[config.mk]
export PLATFORM = sky130hd
export DESIGN_NAME = alu_issue_stage
export DESIGN_NICKNAME = d
export VERILOG_FILES = /design/src/rtl/alu_issue_stage.sv
export SDC_FILE = /design/constraint.sdc
export NUM_CORES = 1
export LEC_CHECK = 0
export CELL_PAD_IN_SITES_DETAIL_PLACEMENT = 2
export CELL_PAD_IN_SITES_GLOBAL_PLACEMENT = 2
export CORE_ASPECT_RATIO = 1.75
export CORE_UTILIZATION = 30
export CTS_BUF_LIST = sky130_fd_sc_hd__clkbuf_2 sky130_fd_sc_hd__clkbuf_4 sky130_fd_sc_hd__clkbuf_8
export CTS_CLUSTER_DIAMETER = 80
export DETAILED_ROUTE_END_ITERATION = 12
export GPL_TIMING_DRIVEN = 0
export PLACE_DENSITY = 0.81
export SYNTH_ARGS = -nofsm -noshare
export SYNTH_HDL_FRONTEND = slang
export SYNTH_SLANG_ARGS = --single-unit
[constraint.sdc]
create_clock -name clk -period 1.93 [get_ports clk]
set_input_delay 0.4825 -clock clk [delete_from_list [all_inputs] [get_ports clk]]
set_output_delay 0.4825 -clock clk [all_outputs]
set_load 0.01 [all_outputs]
[src/rtl/alu_issue_stage.sv]
// Execute-issue stage ahead of the 32-bit ALU: decodes MIPS opcode/funct into ALU controls,
// picks the B operand, and issues through a valid/ready register with a one-entry skid buffer.
module alu_issue_stage #(
    parameter int          DATA_W     = 32,
    parameter logic [2:0]  ILLEGAL_OP = 3'b010
) (
    input  logic              clk,
    input  logic              rst_n,
    input  logic              flush,
    input  logic              in_valid,
    output logic              in_ready,
    input  logic [31:0]       in_instr,
    input  logic [DATA_W-1:0] in_rs_data,
    input  logic [DATA_W-1:0] in_rt_data,
    output logic              out_valid,
    input  logic              out_ready,
    output logic [DATA_W-1:0] out_a,
    output logic [DATA_W-1:0] out_b,
    output logic [2:0]        out_op,
    output logic [4:0]        out_dst,
    output logic              out_wr_en,
    output logic              out_is_beq,
    output logic              out_illegal
);
    typedef struct packed {
        logic [DATA_W-1:0] a;
        logic [DATA_W-1:0] b;
        logic [2:0]        op;
        logic [4:0]        dst;
        logic              wr_en;
        logic              is_beq;
        logic              illegal;
    } entry_t;

    localparam logic [2:0] OP_AND = 3'b000, OP_OR = 3'b001, OP_ADD = 3'b010,
                           OP_SUB = 3'b110, OP_SLT = 3'b111;

    entry_t dec, main_q, skid_q;
    logic   main_valid, skid_valid;
    logic   accept, drain;

    logic [5:0]        opcode, funct;
    logic [4:0]        rt_f, rd_f;
    logic [15:0]       imm;
    logic [DATA_W-1:0] imm_sx, imm_zx;

    // The rs field is implied by in_rs_data; the register file already read it.
    logic unused_rs;
    assign unused_rs = ^in_instr[25:21];

    assign opcode = in_instr[31:26];
    assign rt_f   = in_instr[20:16];
    assign rd_f   = in_instr[15:11];
    assign funct  = in_instr[5:0];
    assign imm    = in_instr[15:0];
    assign imm_sx = {{(DATA_W-16){imm[15]}}, imm};
    assign imm_zx = {{(DATA_W-16){1'b0}}, imm};

    always_comb begin
        dec         = '0;
        dec.a       = in_rs_data;
        dec.b       = in_rt_data;
        dec.op      = ILLEGAL_OP;
        dec.illegal = 1'b1;
        case (opcode)
            6'h00: begin
                dec.illegal = 1'b0;
                dec.dst     = rd_f;
                dec.wr_en   = 1'b1;
                case (funct)
                    6'h20:   dec.op = OP_ADD;
                    6'h22:   dec.op = OP_SUB;
                    6'h24:   dec.op = OP_AND;
                    6'h25:   dec.op = OP_OR;
                    6'h2A:   dec.op = OP_SLT;
                    default: begin
                        dec.illegal = 1'b1;
                        dec.dst     = '0;
                        dec.wr_en   = 1'b0;
                    end
                endcase
            end
            6'h08: begin dec.op = OP_ADD; dec.b = imm_sx; dec.dst = rt_f; dec.wr_en = 1'b1; dec.illegal = 1'b0; end
            6'h0A: begin dec.op = OP_SLT; dec.b = imm_sx; dec.dst = rt_f; dec.wr_en = 1'b1; dec.illegal = 1'b0; end
            6'h0C: begin dec.op = OP_AND; dec.b = imm_zx; dec.dst = rt_f; dec.wr_en = 1'b1; dec.illegal = 1'b0; end
            6'h0D: begin dec.op = OP_OR;  dec.b = imm_zx; dec.dst = rt_f; dec.wr_en = 1'b1; dec.illegal = 1'b0; end
            6'h23: begin dec.op = OP_ADD; dec.b = imm_sx; dec.dst = rt_f; dec.wr_en = 1'b1; dec.illegal = 1'b0; end
            6'h2B: begin dec.op = OP_ADD; dec.b = imm_sx; dec.dst = rt_f; dec.illegal = 1'b0; end
            6'h04: begin dec.op = OP_SUB; dec.is_beq = 1'b1; dec.illegal = 1'b0; end
            default: ;
        endcase
        // $zero is never a write target.
        if (dec.dst == 5'd0)
            dec.wr_en = 1'b0;
    end

    assign in_ready = ~skid_valid;
    assign accept   = in_valid & ~skid_valid;
    assign drain    = ~main_valid | out_ready;

    always_ff @(posedge clk or negedge rst_n) begin
        if (!rst_n) begin
            main_valid <= 1'b0;
            skid_valid <= 1'b0;
            main_q     <= '0;
            skid_q     <= '0;
        end else if (flush) begin
            main_valid <= 1'b0;
            skid_valid <= 1'b0;
        end else if (drain) begin
            // in_ready is low whenever skid is full, so skid refill and accept never collide.
            if (skid_valid) begin
                main_q     <= skid_q;
                main_valid <= 1'b1;
                skid_valid <= 1'b0;
            end else if (accept) begin
                main_q     <= dec;
                main_valid <= 1'b1;
            end else begin
                main_valid <= 1'b0;
            end
        end else if (accept) begin
            skid_q     <= dec;
            skid_valid <= 1'b1;
        end
    end

    assign out_valid   = main_valid;
    assign out_a       = main_q.a;
    assign out_b       = main_q.b;
    assign out_op      = main_q.op;
    assign out_dst     = main_q.dst;
    assign out_wr_en   = main_q.wr_en;
    assign out_is_beq  = main_q.is_beq;
    assign out_illegal = main_q.illegal;
endmodule

==> flow_metrics.py, run 1 <==
metrics = {
    "critical_path": {
        "cp-start-kind": "flop",
        "crit_required_ns": 1.45,
        "max_stage_delay_ns": 0.56,
        "crit_chain": "clkdlybuf4s50_1",
        "end_kind": "output pin",
        "critical-path-top-delay-family": "buffers and inverters",
        "cpMaxStageDelayCell": "clkdlybuf4s50_1",
        "cp_data_arrival_time_ns": 1.40,
        "crit_type": "flop to output pin",
        "cp_max_fo": 2,
        "crit_buf_inv": 1,
    },
    "detailed_routing": {
        "drcViolationCount": 0,
        "vias": 6132,
        "viasPerCell": 4.98,
        "routed_wl_um": 24200,
        "detail_route.iter0.violations": 262,
        "drtAntennaViolNets": 0,
        "wl_per_cell_um": 19.6,
        "dr.pass1.iters": 4,
    },
    "power_and_ir_drop": {
        "peakVddDrop_uv": 409,
        "total_leakage_power_nw": 4.42,
        "power.density_mw_per_mm2": 897,
        "p_total_mw": 8.48,
    },
    "finish": {
        "nFillCells": 2420,
        "area_growth_syn_to_layout_pct": 39.7,
        "drive_gt1_share_pct": 10.8,
        "seq_area_sq_mm": 0.00380,
        "layout.cells.non_filler": 1232,
        "multi_input_area_sq_mm": 0.00279,
        "final_nets": 1023,
        "final_area_sq_mm": 0.00945,
    },
    "place": {
        "dp_slack_ns": -0.873,
        "post_dp_cell_area_sq_mm": 0.00887,
        "hpwl_um": 17700,
        "place_congestion": 0.731,
        "portBuffers": 170,
        "dpl.cell_count": 1198,
    },
    "die": {
        "io_pins": 178,
        "initial_core_util_pct": 30.7,
        "dieWidth_um": 116,
        "core_area_sq_mm": 0.0221,
        "rows": 72,
        "dieArea_sq_mm": 0.0232,
        "die_h_um": 201,
    },
    "global_routing": {
        "grt_pass1_vias": 6898,
        "grt_overflow": 0,
        "grt_max_degree": 82,
        "grt_antenna_before_repair": 1,
        "grtUsageTotal_pct": 22.2,
        "grt_pass1_wl_um": 38700,
    },
    "sta": {
        "finalWorstPathRequiredPeriod_ns": 1.88,
        "fin_worst_hold_slack_ns": 0.466,
        "drv_slew": 0,
        "setup_ws_ns": 0.0478,
        "finalCritPeriodShare_pct": 97.5,
        "max_freq_mhz": 531,
        "setup_viol": 0,
        "relSlewSlack_pct": 46.4,
        "hold_viol": 0,
        "worst_slew_pin_slew_ns": 0.804,
        "worst_clock_skew_ns": 0.00796,
    },
    "worst_hold_path": {
        "min_path_type": "primary input to flop",
    },
    "synth": {
        "yosysMostFrequentCell": "nand2_1",
        "syn-cell-area_sq_mm": 0.00677,
        "synth.yosys.warnings": 0,
        "synth_largest_area_cell": "dfrtp_1",
        "async_reset_ff_share_pct": 100,
        "synth_edf_count": 0,
        "ys_ff_latch": 152,
        "synthTopCellsByCount": "nand2_1, dfrtp_1, o21ai_0",
        "netlist.area_leader.share_pct": 56.2,
        "ys_types": 40,
        "yosys-top-cells-area": "dfrtp_1, nand2_1, mux2i_1",
        "yosysSeqAreaShare_pct": 56.2,
        "syn_inst": 731,
        "synth_area_per_cell_sq_um": 9.25,
        "syn_nets": 832,
        "ys.flop_type": "dfrtp_1",
    },
    "clocking": {
        "cts_root_buf": "clkbuf_8",
        "htreeDepth": 4,
        "clk_pin_slew_ns": 0.09,
        "cts_max_path_buffers": 2,
        "cts_buffers": 17,
        "clock_sinks": 152,
        "cts_tree": "done",
        "worstSkewPairLatency_ns": 0.47,
    },
    "run_status": {
        "status": "complete, no violations",
    },
    "flow_run": {
        "max_cap_violations": 0,
    },
}
==> cells by family after synthesis <==
kind of cell | Yosys count | share of synthesized area (%)
AOI/OAI and AO/OA | 181 | 14.9
muxes | 49 | 7.25
and+or+nand+nor | 295 | 18.1
DFF | 152 | 56.2
buffers and inverters | 54 | 3.48
==> report_power, final <==
part / leakage, nW / total (mW) / internal [mW] / switching (mW)
Sequential: 1.91 / 4.09 / 3.76 / 0.324
Clock: 0.201 / 2.59 / 1.31 / 1.27
Combinational: 2.31 / 1.80 / 0.891 / 0.913
==> metal layers <==
metal	track usage (%)	wire (um)	part of all wire [%]	vias to the layer above
met3	3.14	599	2.5	31
met5	0	0	0	-
met4	8.30	630	2.6	0
met1	25.1	9390	39	3119
met2	41.1	13500	56	114
li1	-	-	-	2868
==> sequential cells by signal, indices dropped and copies added (netlist names) <==
| signal | flops |
|---|---|
| out_a | 32 |
| out_b | 32 |
| out_dst | 5 |
| out_illegal | 1 |
| out_is_beq | 1 |
| out_op | 3 |
| out_valid | 1 |
| out_wr_en | 1 |
| skid_q | 75 |
| skid_valid | 1 |
==> metrics by stage <==
step	utilization, %	TNS [ns]
6_report	42.8	0
5_1_grt	42.8	-0.0242
2_1_floorplan	-	0
3_5_place_dp	40.2	-84.07
3_3_place_gp	40.0	-1038.36
4_1_cts	42.2	-0.00272
==> final cells by class <==
cell class	instances	share of cell area (%)
Antenna cell	1	0.0265
Buffer	51	3.04
Clock buffer	19	2.70
Clock inverter	13	1.63
Inverter	2	0.0794
Multi-Input combinational cell	525	29.5
Sequential cell	152	40.2
Tap cell	296	3.92
Timing Repair Buffer	173	18.8
==> cells in the final DEF, fill, tap and decap left out, types with 3 or more instances in the layout <==
cell type,instances
mux2i_2,3
clkinvlp_4,4
clkbuf_2,20
nor2_1,24
bufinv_16,3
dlymetal6s2s_1,18
o211ai_1,15
mux2i_1,46
a22oi_1,4
nor2b_1,3
nand2_1,217
clkbuf_4,4
clkinv_2,5
o21ai_0,82
clkbuf_1,7
buf_4,3
nand3_1,19
dfrtp_1,152
and3_1,8
a21oi_1,44
o21ai_1,22
clkbuf_8,19
nor4_1,3
dlygate4sd2_1,10
nor2_2,3
buf_2,16
clkdlybuf4s50_1,140
==> path summary, 6_finish.rpt <==
path	from	to	slack, ns	depth (start not counted)
setup / recovery	out_b[6]	out_b[6]	0.05	1
hold / removal	in_instr[29]	skid_q[8]	0.47	3
setup reg to reg	out_valid	out_b[0]	0.16	6
hold reg to reg	out_a[7]	out_a[7]	0.48	2
max in group asynchronous	rst_n	out_b[30]	0.56	3
min in group asynchronous	rst_n	out_a[23]	0.55	2
==> what timing repair did <==
item,CTS,global route
gates cloned,0,0
setup buffers,0,1
endpoints found under the hold margin,52,0
hold buffers,1,0
pin swaps,1,1
gates resized for setup,40,58
setup endpoints to repair,110,138
Power figures use the tool's default switching activity.
==> run 2, diff against run 1 <==
--- a/config.mk
+++ b/config.mk
@@ -13,6 +13,7 @@
 export CTS_CLUSTER_DIAMETER = 80
 export DETAILED_ROUTE_END_ITERATION = 12
 export GPL_TIMING_DRIVEN = 0
+export MAX_ROUTING_LAYER = met4
 export PLACE_DENSITY = 0.81
 export SYNTH_ARGS = -nofsm -noshare
 export SYNTH_HDL_FRONTEND = slang
==> flow_metrics.py, run 2 (synthesis results as in run 1) <==
metrics = {
    "place": {
        "dp_slack_ns": -0.873,
        "hpwl_um": 17700,
        "portBuffers": 170,
        "place_congestion": 0.739,
        "dpl.cell_count": 1198,
    },
    "critical_path": {
        "cp_max_fo": 2,
        "ff2ff_setup_slack_ns": 0.12,
        "cp-start-kind": "flop",
        "cp_data_arrival_time_ns": 1.40,
        "max_stage_delay_ns": 0.56,
        "end_kind": "output pin",
        "crit_buf_inv": 1,
        "critical-path-top-delay-family": "buffers and inverters",
        "crit_chain": "clkdlybuf4s50_1",
        "crit_required_ns": 1.45,
        "crit_type": "flop to output pin",
        "cpMaxStageDelayCell": "clkdlybuf4s50_1",
    },
    "finish": {
        "final_nets": 1023,
        "area_growth_syn_to_layout_pct": 39.8,
        "largest_reg_flops": 75,
        "layout_common_cells": "nand2_1, dfrtp_1, clkdlybuf4s50_1",
        "final_common_cell": "nand2_1",
        "fin_util_pct": 42.8,
        "nFillCells": 2418,
        "layout.cells.non_filler": 1232,
        "drive_gt1_share_pct": 10.7,
        "regMostFlops": "skid_q",
    },
    "detailed_routing": {
        "wl_per_cell_um": 19.5,
        "routed_wl_um": 24100,
        "drcViolationCount": 0,
        "viasPerCell": 4.98,
        "drtAntennaViolNets": 0,
        "dr.pass1.iters": 4,
        "vias": 6137,
        "detail_route.iter0.violations": 283,
    },
    "clocking": {
        "clk_pin_slew_ns": 0.09,
        "clock_sinks": 152,
        "cts_buffers": 17,
        "worstSkewPairLatency_ns": 0.47,
        "cts_max_path_buffers": 2,
        "cts_tree": "done",
        "htreeDepth": 4,
        "cts_root_buf": "clkbuf_8",
    },
    "sta": {
        "max_freq_mhz": 531,
        "relSlewSlack_pct": 48.0,
        "finalCritPeriodShare_pct": 97.6,
        "worst_slew_pin_slew_ns": 0.780,
        "setup_ws_ns": 0.0463,
        "drv_slew": 0,
        "setup_viol": 0,
        "rsz0062_at_grt": "yes",
        "finalWorstPathRequiredPeriod_ns": 1.88,
        "fin_worst_hold_slack_ns": 0.464,
        "worst_clock_skew_ns": 0.00952,
        "hold_viol": 0,
    },
    "power_and_ir_drop": {
        "total_leakage_power_nw": 4.42,
        "p_total_mw": 8.48,
        "power.density_mw_per_mm2": 897,
        "peakVddDrop_uv": 408,
    },
    "die": {
        "dieWidth_um": 116,
        "io_pins": 178,
        "core_area_sq_mm": 0.0221,
        "rows": 72,
        "die_h_um": 201,
        "initial_core_util_pct": 30.7,
        "dieArea_sq_mm": 0.0232,
    },
    "global_routing": {
        "grtUsageTotal_pct": 22.8,
        "grt_overflow": 0,
        "grt_pass1_vias": 6902,
        "grt_max_degree": 82,
        "grt_pass1_wl_um": 38600,
        "grt_antenna_before_repair": 1,
    },
    "run_status": {
        "status": "complete, no violations",
    },
    "flow_run": {
        "max_cap_violations": 0,
    },
    "worst_hold_path": {
        "min_path_type": "primary input to flop",
    },
}
run 2: cell count changes in the layout (fill, tap and decap cells not counted), sizes merged:
cell,change
buf,-1
clkbuf,+1
run 2: final cells by class:
class | instances | area (sq um) | share of cell area, %
flip-flops and latches | 152 | 3800 | 40.2
multi-input cells | 525 | 2790 | 29.5
repair buffers | 173 | 1780 | 18.8
well taps | 296 | 370 | 3.92
plain buffers | 51 | 290 | 3.07
clock buffers | 19 | 255 | 2.70
clock inverters | 13 | 154 | 1.63
inverters | 2 | 7.51 | 0.0794
diodes | 1 | 2.50 | 0.0265
run 2: power by group:
group	total (mW)	internal (mW)	switching (mW)
sequential	4.09	3.76	0.324
clock	2.59	1.31	1.28
combinational	1.80	0.892	0.913
total	8.48	5.97	2.51
run 2: path summary, 6_finish.rpt:
check                      cells after the start          from        end
min reg2reg                                    2      out_a[7]   out_a[7]
max in group asynchronous                      3         rst_n  out_b[30]
max reg2reg                                    6     out_valid   out_b[0]
min in group asynchronous                      2         rst_n  out_a[23]
max                                            1      out_b[6]   out_b[6]
min                                            3  in_instr[29]  skid_q[8]
run 2: worst min-delay path: stages:
cell and delay (ns):
buf_2 0.16, nand3_1 0.15, a31oi_1 0.10
run 2: repair_timing:
item,4_1_cts,5_1_grt
hold buffers,1,0
pin swaps,1,1
gates cloned,0,0
hold endpoints to repair,52,0
gates resized for setup,40,58
endpoints found under the setup margin,110,138
setup buffers,0,1
run 2: metal layers:
layer | GRT usage, % | vias to the layer above | routed length, um
met5 | - | - | 0
met3 | 3.14 | 36 | 616
met4 | 8.30 | 0 | 655
met2 | 41.2 | 119 | 13500
li1 | - | 2868 | -
met1 | 24.9 | 3114 | 9270
run 2: per-stage QoR:
stage | TNS (ns) | area [sq um]
2_1_floorplan | 0 | 6770
3_3_place_gp | -1038.36 | 8840
3_5_place_dp | -84.07 | 8870
4_1_cts | -0.00272 | 9320
5_1_grt | -0.0492 | 9460
6_report | 0 | 9460
